$ cat src/rtl/sdram_pkg.sv
// Shared SDRAM controller definitions: command codes, address field layout,
// timing defaults and helpers used by the read/write/init modules.
package sdram_pkg;

    typedef logic [3:0] sdram_cmd_t;   // {cs_n, ras_n, cas_n, we_n}

    localparam sdram_cmd_t CMD_NOP   = 4'b0111;
    localparam sdram_cmd_t CMD_ACT   = 4'b0011;
    localparam sdram_cmd_t CMD_READ  = 4'b0101;
    localparam sdram_cmd_t CMD_WRITE = 4'b0100;
    localparam sdram_cmd_t CMD_BST   = 4'b0110;
    localparam sdram_cmd_t CMD_PREC  = 4'b0010;
    localparam sdram_cmd_t CMD_AREF  = 4'b0001;

    // Controller-side address: {bank[23:22], row[21:9], col[8:0]}
    typedef struct packed {
        logic [1:0]  bank;
        logic [12:0] row;
        logic [8:0]  col;
    } sdram_addr_t;

    localparam int TRCD_DEF    = 2;
    localparam int TRP_DEF     = 2;
    localparam int CAS_LAT_DEF = 3;

    localparam int MAX_BURST = 512;   // one full page

    localparam logic [12:0] PREC_ALL_ADDR = 13'h0400;   // A10=1 closes all banks
    localparam logic [12:0] IDLE_ADDR     = 13'h1fff;
    localparam logic [1:0]  IDLE_BANK     = 2'b11;

    // Requested length clamped into the range a single page burst can serve
    function automatic logic [9:0] clamp_burst(input logic [9:0] len);
        if (len == 10'd0)
            return 10'd1;
        if (len > 10'(MAX_BURST))
            return 10'(MAX_BURST);
        return len;
    endfunction

endpackage

$ cat src/rtl/sdram_read.sv
// SDRAM read engine: ACT / READ / BST / PREC around one full-page burst,
// returning a qualified word stream. SDRAM_RD_STAT_EN builds the rd_ack word counter.
module sdram_read
    import sdram_pkg::*;
#(
    parameter int TRCD    = TRCD_DEF,
    parameter int TRP     = TRP_DEF,
    parameter int CAS_LAT = CAS_LAT_DEF
) (
    input  logic        clk,
    input  logic        rstn,
    input  logic        init_end,
    input  logic        rd_en,
    input  logic [23:0] rd_addr,
    input  logic [9:0]  rd_burst_len,
    input  logic [15:0] sdram_dq_in,
    output logic        rd_end,
    output logic        rd_ack,
    output logic [15:0] rd_data,
    output logic [3:0]  rd_sdram_cmd,
    output logic [1:0]  rd_sdram_bank,
    output logic [12:0] rd_sdram_addr,
    output logic [15:0] rd_word_cnt
);

    typedef enum logic [2:0] {
        RD_IDLE,
        RD_ACT,
        RD_TRCD,
        RD_READ,
        RD_DATA,
        RD_PREC,
        RD_TRP,
        RD_END
    } rd_state_e;

    // Wide enough for the longest RD_DATA span: MAX_BURST + CAS_LAT
    localparam int CNT_W = 10;

    rd_state_e          state_q, state_d;
    sdram_addr_t        addr_q, addr_d;
    logic [9:0]         len_q, len_d;
    logic [CNT_W-1:0]   cnt_q, cnt_d;
    logic [CAS_LAT-1:0] vld_pipe_q, vld_pipe_d;
    sdram_cmd_t         cmd_q, cmd_d;
    logic [1:0]         bank_q, bank_d;
    logic [12:0]        saddr_q, saddr_d;
    logic               ack_q, ack_d;
    logic [15:0]        data_q, data_d;
    logic               rd_win;

    always_comb begin
        state_d = state_q;
        addr_d  = addr_q;
        len_d   = len_q;
        cnt_d   = cnt_q + CNT_W'(1);
        cmd_d   = CMD_NOP;
        bank_d  = IDLE_BANK;
        saddr_d = IDLE_ADDR;
        rd_win  = 1'b0;

        unique case (state_q)
            RD_IDLE: begin
                cnt_d = '0;
                if (init_end && rd_en) begin
                    state_d = RD_ACT;
                    addr_d  = sdram_addr_t'(rd_addr);
                    len_d   = clamp_burst(rd_burst_len);
                end
            end
            RD_ACT: begin
                cmd_d   = CMD_ACT;
                bank_d  = addr_q.bank;
                saddr_d = addr_q.row;
                cnt_d   = '0;
                state_d = RD_TRCD;
            end
            RD_TRCD: begin
                if (cnt_q == CNT_W'(TRCD - 1)) begin
                    cnt_d   = '0;
                    state_d = RD_READ;
                end
            end
            RD_READ: begin
                cmd_d   = CMD_READ;
                bank_d  = addr_q.bank;
                saddr_d = {4'b0000, addr_q.col};
                cnt_d   = '0;
                state_d = RD_DATA;
            end
            RD_DATA: begin
                // cnt_q==0 is the cycle READ sits on the bus; the device wraps
                // the column inside the open page, so no extra READs are needed.
                rd_win = (cnt_q < len_q);
                if (cnt_q == len_q - CNT_W'(1))
                    cmd_d = CMD_BST;
                if (cnt_q == len_q + CNT_W'(CAS_LAT - 1)) begin
                    cnt_d   = '0;
                    state_d = RD_PREC;
                end
            end
            RD_PREC: begin
                cmd_d   = CMD_PREC;
                bank_d  = addr_q.bank;
                saddr_d = PREC_ALL_ADDR;
                cnt_d   = '0;
                state_d = RD_TRP;
            end
            RD_TRP: begin
                if (cnt_q == CNT_W'(TRP - 1)) begin
                    cnt_d   = '0;
                    state_d = RD_END;
                end
            end
            RD_END: begin
                cnt_d   = '0;
                state_d = RD_IDLE;
            end
            default: begin
                cnt_d   = '0;
                state_d = RD_IDLE;
            end
        endcase

        // The read window delayed by CAS latency marks which DQ cycles carry data
        vld_pipe_d = CAS_LAT'({vld_pipe_q, rd_win});
        ack_d      = vld_pipe_q[CAS_LAT-1];
        data_d     = ack_d ? sdram_dq_in : data_q;
    end

    always_ff @(posedge clk or negedge rstn) begin
        if (!rstn) begin
            state_q    <= RD_IDLE;
            addr_q     <= '0;
            len_q      <= '0;
            cnt_q      <= '0;
            vld_pipe_q <= '0;
            cmd_q      <= CMD_NOP;
            bank_q     <= IDLE_BANK;
            saddr_q    <= IDLE_ADDR;
            ack_q      <= 1'b0;
            data_q     <= '0;
        end else begin
            state_q    <= state_d;
            addr_q     <= addr_d;
            len_q      <= len_d;
            cnt_q      <= cnt_d;
            vld_pipe_q <= vld_pipe_d;
            cmd_q      <= cmd_d;
            bank_q     <= bank_d;
            saddr_q    <= saddr_d;
            ack_q      <= ack_d;
            data_q     <= data_d;
        end
    end

    assign rd_sdram_cmd  = cmd_q;
    assign rd_sdram_bank = bank_q;
    assign rd_sdram_addr = saddr_q;
    assign rd_ack        = ack_q;
    assign rd_data       = data_q;
    assign rd_end        = (state_q == RD_END);

`ifdef SDRAM_RD_STAT_EN
    logic [15:0] word_cnt_q, word_cnt_d;

    // Counts alongside rd_ack so the total is visible in the same cycle
    always_comb word_cnt_d = word_cnt_q + 16'(ack_d);

    always_ff @(posedge clk or negedge rstn) begin
        if (!rstn)
            word_cnt_q <= '0;
        else
            word_cnt_q <= word_cnt_d;
    end

    assign rd_word_cnt = word_cnt_q;
`else
    assign rd_word_cnt = 16'd0;
`endif

endmodule
$ cat config.mk
export PLATFORM = sky130hd
export DESIGN_NAME = sdram_read
export DESIGN_NICKNAME = d
export VERILOG_FILES = /design/src/rtl/sdram_pkg.sv /design/src/rtl/sdram_read.sv
export SDC_FILE = /design/constraint.sdc
export NUM_CORES = 1
export LEC_CHECK = 0
export ABC_CLOCK_PERIOD_IN_PS = 3300
export BUFFER_PORTS_ARGS = -buffer_cell sky130_fd_sc_hd__buf_2
export CORE_AREA = 3 3 96 98
export CTS_CLUSTER_DIAMETER = 60
export CTS_CLUSTER_SIZE = 25
export DETAILED_ROUTE_END_ITERATION = 10
export DIE_AREA = 0 0 99 101
export PLACE_DENSITY_LB_ADDON = 0.2
export SLEW_MARGIN = 25
export SYNTH_ARGS = -nofsm -noshare
export SYNTH_HDL_FRONTEND = slang
export SYNTH_SLANG_ARGS = --single-unit
$ cat constraint.sdc
create_clock -name clk -period 3.3 [get_ports clk]
set_clock_uncertainty 0.2 [all_clocks]
set_input_delay 0.66 -clock clk [delete_from_list [all_inputs] [get_ports clk]]
set_output_delay 0.66 -clock clk [all_outputs]
set_load 0.005 [all_outputs]
**After elaboration in Yosys (flattened, before gate mapping)**

Index checks and enable logic that the tools add are counted.

- Magnitude comparators: 2
- Equality and inequality tests: 14
- Reductions and logical operators: 8
- Add/sub/neg operators: 3
- Multiplexer cells: 24

Operators with widths:

| cell | number |
|---|---|
| 10-bit 2-to-1 mux | 6 |
| 13-bit one-hot mux with 3 select lines | 1 |
| 10-bit one-hot mux with 3 select lines | 1 |
| 3-bit one-hot mux with 8 select lines | 1 |
| 10-bit == test | 2 |
| 3-bit == test (second input constant) | 4 |
| 3-bit 2-to-1 mux | 4 |
| 3-bit one-hot mux with 4 select lines | 1 |
| 10-bit by 1-bit adder with 10-bit output (second input constant) | 1 |
| 10-bit by 2-bit adder with 10-bit output (second input constant) | 1 |
| 10-bit by 1-bit == test with 1-bit output (second input constant) | 1 |
| 10-bit > comparator (second input constant) | 1 |
| 10-bit logical NOT | 1 |
| 10-bit less-than comparator | 1 |
| 10-bit by 1-bit subtractor with 10-bit output (second input constant) | 1 |
| 1-bit 2-to-1 mux | 9 |
| 2-bit != test (second input constant) | 4 |
| 3-bit by 2-bit == test with 1-bit output (second input constant) | 2 |
| 5-bit OR reduction | 1 |
| 4-bit AND reduction | 1 |
| 3-bit by 1-bit == test with 1-bit output (second input constant) | 1 |
| 3-bit logical NOT | 1 |
| 3-bit OR reduction | 1 |
| 2-bit 2-to-1 mux | 1 |
| 3 further kinds | 3 |

- Bits of input ports: 54
- Word-level logic and storage cells: 63
- Register bits after elaboration: 86
- Output and inout port bits: 53

**Depth between registers and ports, before layout**

Gate-level depths: netlist of the first run.

- Word-level depth: 9
- Mapped depth: 8
- Depth with buffers taken out: 8

**Worst setup path before layout of the first run**

Ideal clock, no wire load.

- Path type: register -> register
- Start: register len_q[3]
- End: register vld_pipe_q[0]
- Required time: 2,989 ps
- Stages on the path, launching flop included: 9
- Clock period less this slack: 2,407 ps
- Arrival: 2,096 ps
- Path buffers: 1
- Setup time: 111 ps
- Setup slack: 893 ps
- Cells stage by stage: dfrtp_1 -> buf_4 -> inv_1 -> ha_1 -> a2111oi_0 -> a21oi_1 -> a211o_1 -> a21o_1 -> a2111oi_2

- Longest elaborated chain between the ends: 2

RTL lines:

| what | RTL line | RTL |
|---|---|---|
| start: declaration | sdram_read.sv:42 | `logic [9:0] len_q, len_d;` |
| start signal: assignment | sdram_read.sv:146 | `len_q <= len_d;` |
| 10-bit less-than comparator | sdram_read.sv:94 | `rd_win = (cnt_q < len_q);` |
| 1-bit 2-to-1 mux | sdram_read.sv:62 | `unique case (state_q)` |
| named net rd_win | sdram_read.sv:50 | `logic rd_win;` |
| end signal: assignment | sdram_read.sv:148 | `vld_pipe_q <= vld_pipe_d;` |
| end: declaration | sdram_read.sv:44 | `logic [CAS_LAT-1:0] vld_pipe_q, vld_pipe_d;` |

The timed path passes the listed nets, and every way through them passes these cells.
A chain may end at the register's enable or synchronous reset.

**Worst setup path in the final report of the first run**

- Start: register cnt_q[3]
- End: register vld_pipe_q[0]

- Longest elaborated chain between the ends: 2

RTL lines:

| what | RTL line | RTL |
|---|---|---|
| start: declaration | sdram_read.sv:43 | `logic [CNT_W-1:0] cnt_q, cnt_d;` |
| start signal: assignment | sdram_read.sv:147 | `cnt_q <= cnt_d;` |
| 10-bit less-than comparator | sdram_read.sv:94 |  |
| 1-bit 2-to-1 mux | sdram_read.sv:62 |  |
| named net rd_win | sdram_read.sv:50 |  |

The timed path passes the listed nets, and every way through them passes these cells.

==> results of run 1 <==
## routing by layer
layer	vias up	routed length, um	global-route usage
met4	0	140	0.06828
met5	-	0	0
met2	86	4477	0.3094
met1	1577	4317	0.2598
li1	1560	-	-
met3	13	576	0.05260
## metrics by stage
| step | cells | setup slack (ps) | hold slack (ps) | utilization |
|---|---|---|---|---|
| floorplan | 442 | 892.8 | 131.2 | - |
| global placement | 606 | 856.6 | 135.3 | 0.5414 |
| detailed placement | 607 | 810.5 | 135.6 | 0.5438 |
| CTS | 623 | 789.6 | 125.5 | 0.5689 |
| global route | 623 | 651.3 | 136.9 | 0.5689 |
| finish | 623 | 821.7 | 120.5 | 0.5689 |
## registers in the layout, summed over array words and instances, names as in the netlist
name and count:
addr_q 24, cnt_q 10, len_q 10, rd_ack 1, rd_data 16, rd_sdram_addr 13, rd_sdram_bank 2, rd_sdram_cmd 3
state_q 3, vld_pipe_q 3
## cell usage after synthesis (all sizes together), types with 2 or more instances
cell,n
dfstp,18
a2111oi,3
dfrtp,67
nand3,20
buf,24
or2,3
nand3b,5
nand4,3
nor4,7
xnor2,18
nand4b,2
nor2,17
a31oi,2
nor3,3
clkbuf,13
o211ai,3
nand2b,3
mux2,16
o21ai,26
ha,15
xor2,11
and3,4
inv,14
nor2b,2
a21o,4
a21oi,7
nand2,103
a211o,2
## worst max-delay path, cell delays in order (launching register included)
cell,delay (ps)
dfrtp_1,570
ha_1,320
a2111oi_0,380
a21oi_1,120
a211o_1,280
a21o_1,180
a2111oi_2,330
## final cells by class
type | instances | area share
Clock inverter | 7 | 0.01878
Clock buffer | 9 | 0.02546
Timing Repair Buffer | 94 | 0.1024
Inverter | 14 | 0.01080
Sequential cell | 85 | 0.4419
Multi-Input combinational cell | 306 | 0.3729
Tap cell | 108 | 0.02778
## cell families (layout without fill, tap and decap cells)
kind of cell | Yosys count | after routing
AO/OA/AOI/OAI | 52 | 52
XOR/XNOR | 29 | 29
adder cells (fa/ha/maj) | 15 | 15
buffers and inverters | 51 | 124
flip-flops | 85 | 85
multiplexers | 16 | 16
other | 1 | 17
AND/OR/NAND/NOR | 177 | 177
## worst max path at each step
stage	end	cells after the start
2_1_floorplan	vld_pipe_q[0]	8
3_3_place_gp	vld_pipe_q[0]	6
3_5_place_dp	vld_pipe_q[0]	6
4_1_cts	vld_pipe_q[0]	6
5_1_grt	len_q[4]	5
6_report	vld_pipe_q[0]	6
## power by group through the flow
stage	Clock (W)	Sequential (W)	Combinational, W
4_1_cts	0.000808	0.00187	0.00164
2_1_floorplan	0	0.00175	0.00120
6_report	0.000782	0.00186	0.00162
5_1_grt	0.000852	0.00193	0.00183
3_3_place_gp	0	0.00186	0.00161
3_5_place_dp	0	0.00188	0.00164
==> results by group, run 1 <==
Clocking
  – Root Driver: clkbuf_8
  – CTS tree: done
  – Post-CTS Setup Bufs: 0
  – Clock Pin Slew Worst Setup and Hold Paths: 100 ps
  – Num CTS Buffers: 9
  – CTS sink count: 85
  – H-tree levels: 3
  – CTS Hold Bufs: 0
  – Post-cts resize count: 0
  – Clk buf depth: 2
  – Clk_lat worst skew: 350 ps

Drt
  – Iteration count of the initial detailed-routing pass: 5
  – Via count: 3,236
  – Routed WL per cell: 15.27 um
  – Drt via density: 5.194
  – DR DRC count: 0
  – Total Wirelength: 9512 um
  – Final ANT Viol Nets: 0
  – 1st-iter DRT viols: 123

Floorplan
  – Die H: 101 um
  – Core area: 8551 um^2
  – Initial Util: 0.4871
  – I/O pin count: 107
  – Die X: 99 um
  – Row count: 34
  – Die ar.: 9999 um^2

Placement
  – RD Place Congestion: 0.9614
  – Hpwl dp: 6977 um
  – PortBufs: 89
  – Cell Area, Placed: 4649 um^2

Critical path
  – R2r worst-path depth: 6
  – Worst path required time: 3360 ps
  – Crit path capture type: flop
  – Reg2reg start: cnt_q[3]
  – Critical R2R Capture: vld_pipe_q[0]
  – Worst Path Arrival: 2530 ps
  – Critical path origin: cnt_q[3]
  – Worst setup SP type: flop
  – Crit path max fanout: 10
  – Register-to-register setup slack: 820 ps
  – Crit Path Class: reg -> reg

Logic synthesis
  – Post-synthesis register bit count: 85
  – Synthesized area: 4165 um^2
  – Yosys synthesis warning count: 0
  – Post-synth top area cell: dfrtp_1
  – Largest family of logic cells by synthesized area: simple AND/OR/NAND/NOR gates
  – Async set-or-reset flop fraction in the synthesized netlist: 1.000
  – Ys flop type: dfrtp_1
  – Ranking of synthesized cells by area: dfrtp_1, dfstp_2, nand2_1
  – Mux share of post-synthesis cell area: 0.04326
  – Xor-xnor portion of the synthesized cell area: 0.06098
  – Compound-Gate Fraction of Synth Area: 0.07780
  – Cell count after synthesis: 426
  – Mapped Avg Cell Area: 9.778 um^2
  – Post-synthesis sequential area ratio: 0.5161
  – Synth Area in Adders: 0.04506
  – Top cell type's share of synthesized area: 0.4025
  – Post-synth EDFFs: 0
  – Post-Synth Simple-Gate Area: 0.1916
  – Yosys cell types: 42

Pwr
  – Switching power: 0.001626 W
  – Sequential share of power: 0.437
  – Internal power: 0.002641 W
  – Clock Power Share: 0.183
  – Total power draw: 0.004267 W
  – Combinational fraction of design power: 0.380
  – Leak: 2.328 nW
  – Net Sw Frac: 0.3810
  – Pwr dens: 877.2 nW/um^2
  – Max VDD drop: 0.0003994 V

Cells and area
  – Antenna Cells: 0
  – Share of cells above drive strength 1: 0.2913
  – Filler cells: 781
  – Most frequent cells in the layout: nand2_1, buf_2, dfrtp_1
  – Most common cell after layout, fill and taps aside: nand2_1
  – Total Nets Final: 579
  – P&R area growth vs syn: 16.79%
  – Multi-input gate area: 1814 um^2
  – Final Cell Area: 4865 um^2
  – Register area: 2150 um^2

Timing
  – TNS Setup: 0 ps
  – RSZ-0062 raised after global routing: false
  – Tmin final: 2478 ps
  – Slew HR: 0.5381
  – Final Hold Fails: 0
  – Period utilization: 0.7510
  – Worst-Margin Slew: 687.9 ps
  – Setup violations, final: 0
  – Slew Viols, Final: 0
  – Fmax: 403.5 MHz

GRT
  – First-pass GRT wire length: 15,450 um
  – Largest net degree at the start of global routing: 51
  – Vias in the first global route: 3,221
  – Total GRT Usage: 0.1953
  – GRT overflow: 0
  – Initial antenna violation count: 0

Hold path
  – HP Class: in -> async

Flow run
  – Max cap viols: 0

Status
  – Outcome: finished, final reports clean
(Power assumes the default switching activity.)
==> inputs of run 2 (changes only) <==
--- a/config.mk
+++ b/config.mk
@@ -5,7 +5,7 @@
 export SDC_FILE = /design/constraint.sdc
 export NUM_CORES = 1
 export LEC_CHECK = 0
-export ABC_CLOCK_PERIOD_IN_PS = 3300
+export ABC_CLOCK_PERIOD_IN_PS = 2300
 export BUFFER_PORTS_ARGS = -buffer_cell sky130_fd_sc_hd__buf_2
 export CORE_AREA = 3 3 96 98
 export CTS_CLUSTER_DIAMETER = 60
==> constraint.sdc (replaced) <==
create_clock -name clk -period 2.3 [get_ports clk]
set_clock_uncertainty 0.2 [all_clocks]
set_input_delay 0.46 -clock clk [delete_from_list [all_inputs] [get_ports clk]]
set_output_delay 0.46 -clock clk [all_outputs]
set_load 0.005 [all_outputs]
==> run 2 against run 1 <==
Design area increased by 5.7%. Cell count rose by 4.0%. First-iteration DRC count up 11%. Core utilization up 3.2 points. Combinational power rose by 76%. Count of clock-buffer cells in the layout rose by 1. Routed wire length rose by 2.2%. Sequential cell count is the same. Non-clock buffer count grew 25. Global-route usage up 0.24 points. Maximum frequency grew 10%. Register-to-register slack worse by 780 ps. Largest power group is now combinational cells.
==> results by group, run 2 (synthesis gave the netlist of run 1 again) <==
Status
  – Outcome: finished, final reports clean

GRT
  – GR met2 Demand/Resource: 0.3239
  – M3 GR Usage: 0.04152
  – Largest net degree at the start of global routing: 34
  – Met1 Track Usage GR: 0.2657
  – Vias in the first global route: 3,272
  – GRT overflow: 0
  – Initial antenna violation count: 0
  – Total GRT Usage: 0.1978
  – Global routing's busiest layer: met2
  – First-pass GRT wire length: 15,700 um

Drt
  – DR DRC count: 0
  – Total Wirelength: 9724 um
  – Final ANT Viol Nets: 0
  – Drt via density: 4.998
  – Routed WL per cell: 15.01 um
  – Via count: 3,239
  – 1st-iter DRT viols: 136
  – Iteration count of the initial detailed-routing pass: 4

Clocking
  – Num CTS Buffers: 9
  – Root Driver: clkbuf_8
  – Clk_lat worst skew: 350 ps
  – Clk buf depth: 2
  – Clock Pin Slew Worst Setup and Hold Paths: 90 ps
  – CTS tree: done
  – H-tree levels: 3
  – CTS sink count: 85

Cells and area
  – End-of-flow core utilization: 0.6014
  – P&R area growth vs syn: 23.46%
  – Most common cell after layout, fill and taps aside: nand2_1
  – Share of cells above drive strength 1: 0.3463
  – Most frequent cells in the layout: nand2_1, buf_2, dfrtp_1
  – Finished Layout Cells: 648
  – Biggest register: addr_q
  – Antenna Cells: 0
  – Total Nets Final: 604
  – Max reg flops: 24

Critical path
  – Reg2reg start: len_q[1]
  – Worst path required time: 2340 ps
  – R2r worst-path depth: 8
  – CP Cell Sequence: inv_2 -> ha_1 -> nor2b_1 -> o211ai_1 -> a21oi_1 -> a211o_1 -> a21o_1 -> a2111oi_4
  – Slowest CP cell: dfrtp_1
  – Crit path capture type: flop
  – Crit Path Class: reg -> reg
  – Crit path buffers/inverters: 1
  – Critical Path Max Stage Delay: 410 ps
  – Worst Path Arrival: 2290 ps
  – Worst setup SP type: flop
  – Crit path max fanout: 4
  – Register-to-register setup slack: 50 ps
  – CP delay by family, top: compound AO/OA/AOI/OAI gates
  – Critical R2R Capture: vld_pipe_q[0]

Floorplan
  – Core area: 8551 um^2
  – Initial Util: 0.4871
  – I/O pin count: 107
  – Row count: 34
  – Die ar.: 9999 um^2
  – Die X: 99 um
  – Die H: 101 um

Hold path
  – Hold depth: 3
  – Hold path start: rd_addr[13]
  – Hold Path End: addr_q[13]
  – HP Class: in -> reg

Pwr
  – Max VDD drop: 0.0006182 V
  – Pwr dens: 1262 nW/um^2
  – Leak: 2.464 nW

Timing
  – Fmax: 443.7 MHz
  – Worst-Margin Slew: 636.7 ps
  – Final Hold Fails: 0
  – Tmin final: 2254 ps
  – Slew Viols, Final: 0
  – Slew HR: 0.5755
  – Setup violations, final: 0
  – Period utilization: 0.9798

Placement
  – Inst Count DP: 627
  – RD Place Congestion: 0.9270
  – PortBufs: 89
  – Hpwl dp: 7093 um

Flow run
  – Max cap viols: 0
==> run 2: stage by stage <==
step                      worst slack, ps  TNS [ps]  hold slack (ps)  power, W  area, um^2
after floorplan                     3.139         0           -35.59  0.004249        4248
after global placement              39.00         0            137.0  0.005182        4831
after detailed placement           -72.18    -72.18            137.0  0.005263        4831
after CTS                         -0.5980   -0.5980            77.44  0.006423        5070
after global routing               -26.41    -26.41            91.14  0.006983        5142
final                               46.36         0            88.87  0.006489        5142
==> run 2: repair_timing <==
action,in CTS,in global routing
hold buffers,1,0
pin swaps,0,8
setup endpoints to repair,1,13
setup buffers,3,1
gates resized for setup,0,14
endpoints found under the hold margin,18,0
==> run 2: worst max-delay path by stage <==
stage                                 end  slack [ps]  cells after the start      from
after floorplan             vld_pipe_q[0]           3                      8  len_q[3]
after global placement      vld_pipe_q[0]          40                      7  len_q[2]
after detailed placement    vld_pipe_q[0]         -70                      7  len_q[2]
after CTS                      state_q[0]        -0.6                      9  len_q[2]
after global routing      rd_sdram_cmd[0]         -30                      7  len_q[0]
final                       vld_pipe_q[0]          50                      8  len_q[1]
==> run 2: per-layer routing <==
layer  wire (um)  vias up
li1            -     1606
met1        4307     1541
met2        4784       82
met3         507       10
met4         125        0
met5           0        -
==> run 2: final cells by class <==
class | instances | area [um^2]
Multi-Input combinational cell | 306 | 1898
Sequential cell | 85 | 2150
Tap cell | 108 | 135.1
Clock inverter | 6 | 68.82
Clock buffer | 10 | 137.6
Inverter | 14 | 52.55
Timing Repair Buffer | 119 | 700.7
Fill cell | 739 | 3408
==> run 2: power breakdown <==
group	total [W]	switching (W)	internal, W
logic	0.00285	0.00150	0.00135
clock network	0.00111	0.000568	0.000540
registers	0.00253	0.000355	0.00217
==> run 2: tightest hold or removal path: cells and delay by family <==
family | cells | cell delay (ps)
simple gates | 2 | 80
buf+inv | 1 | 70
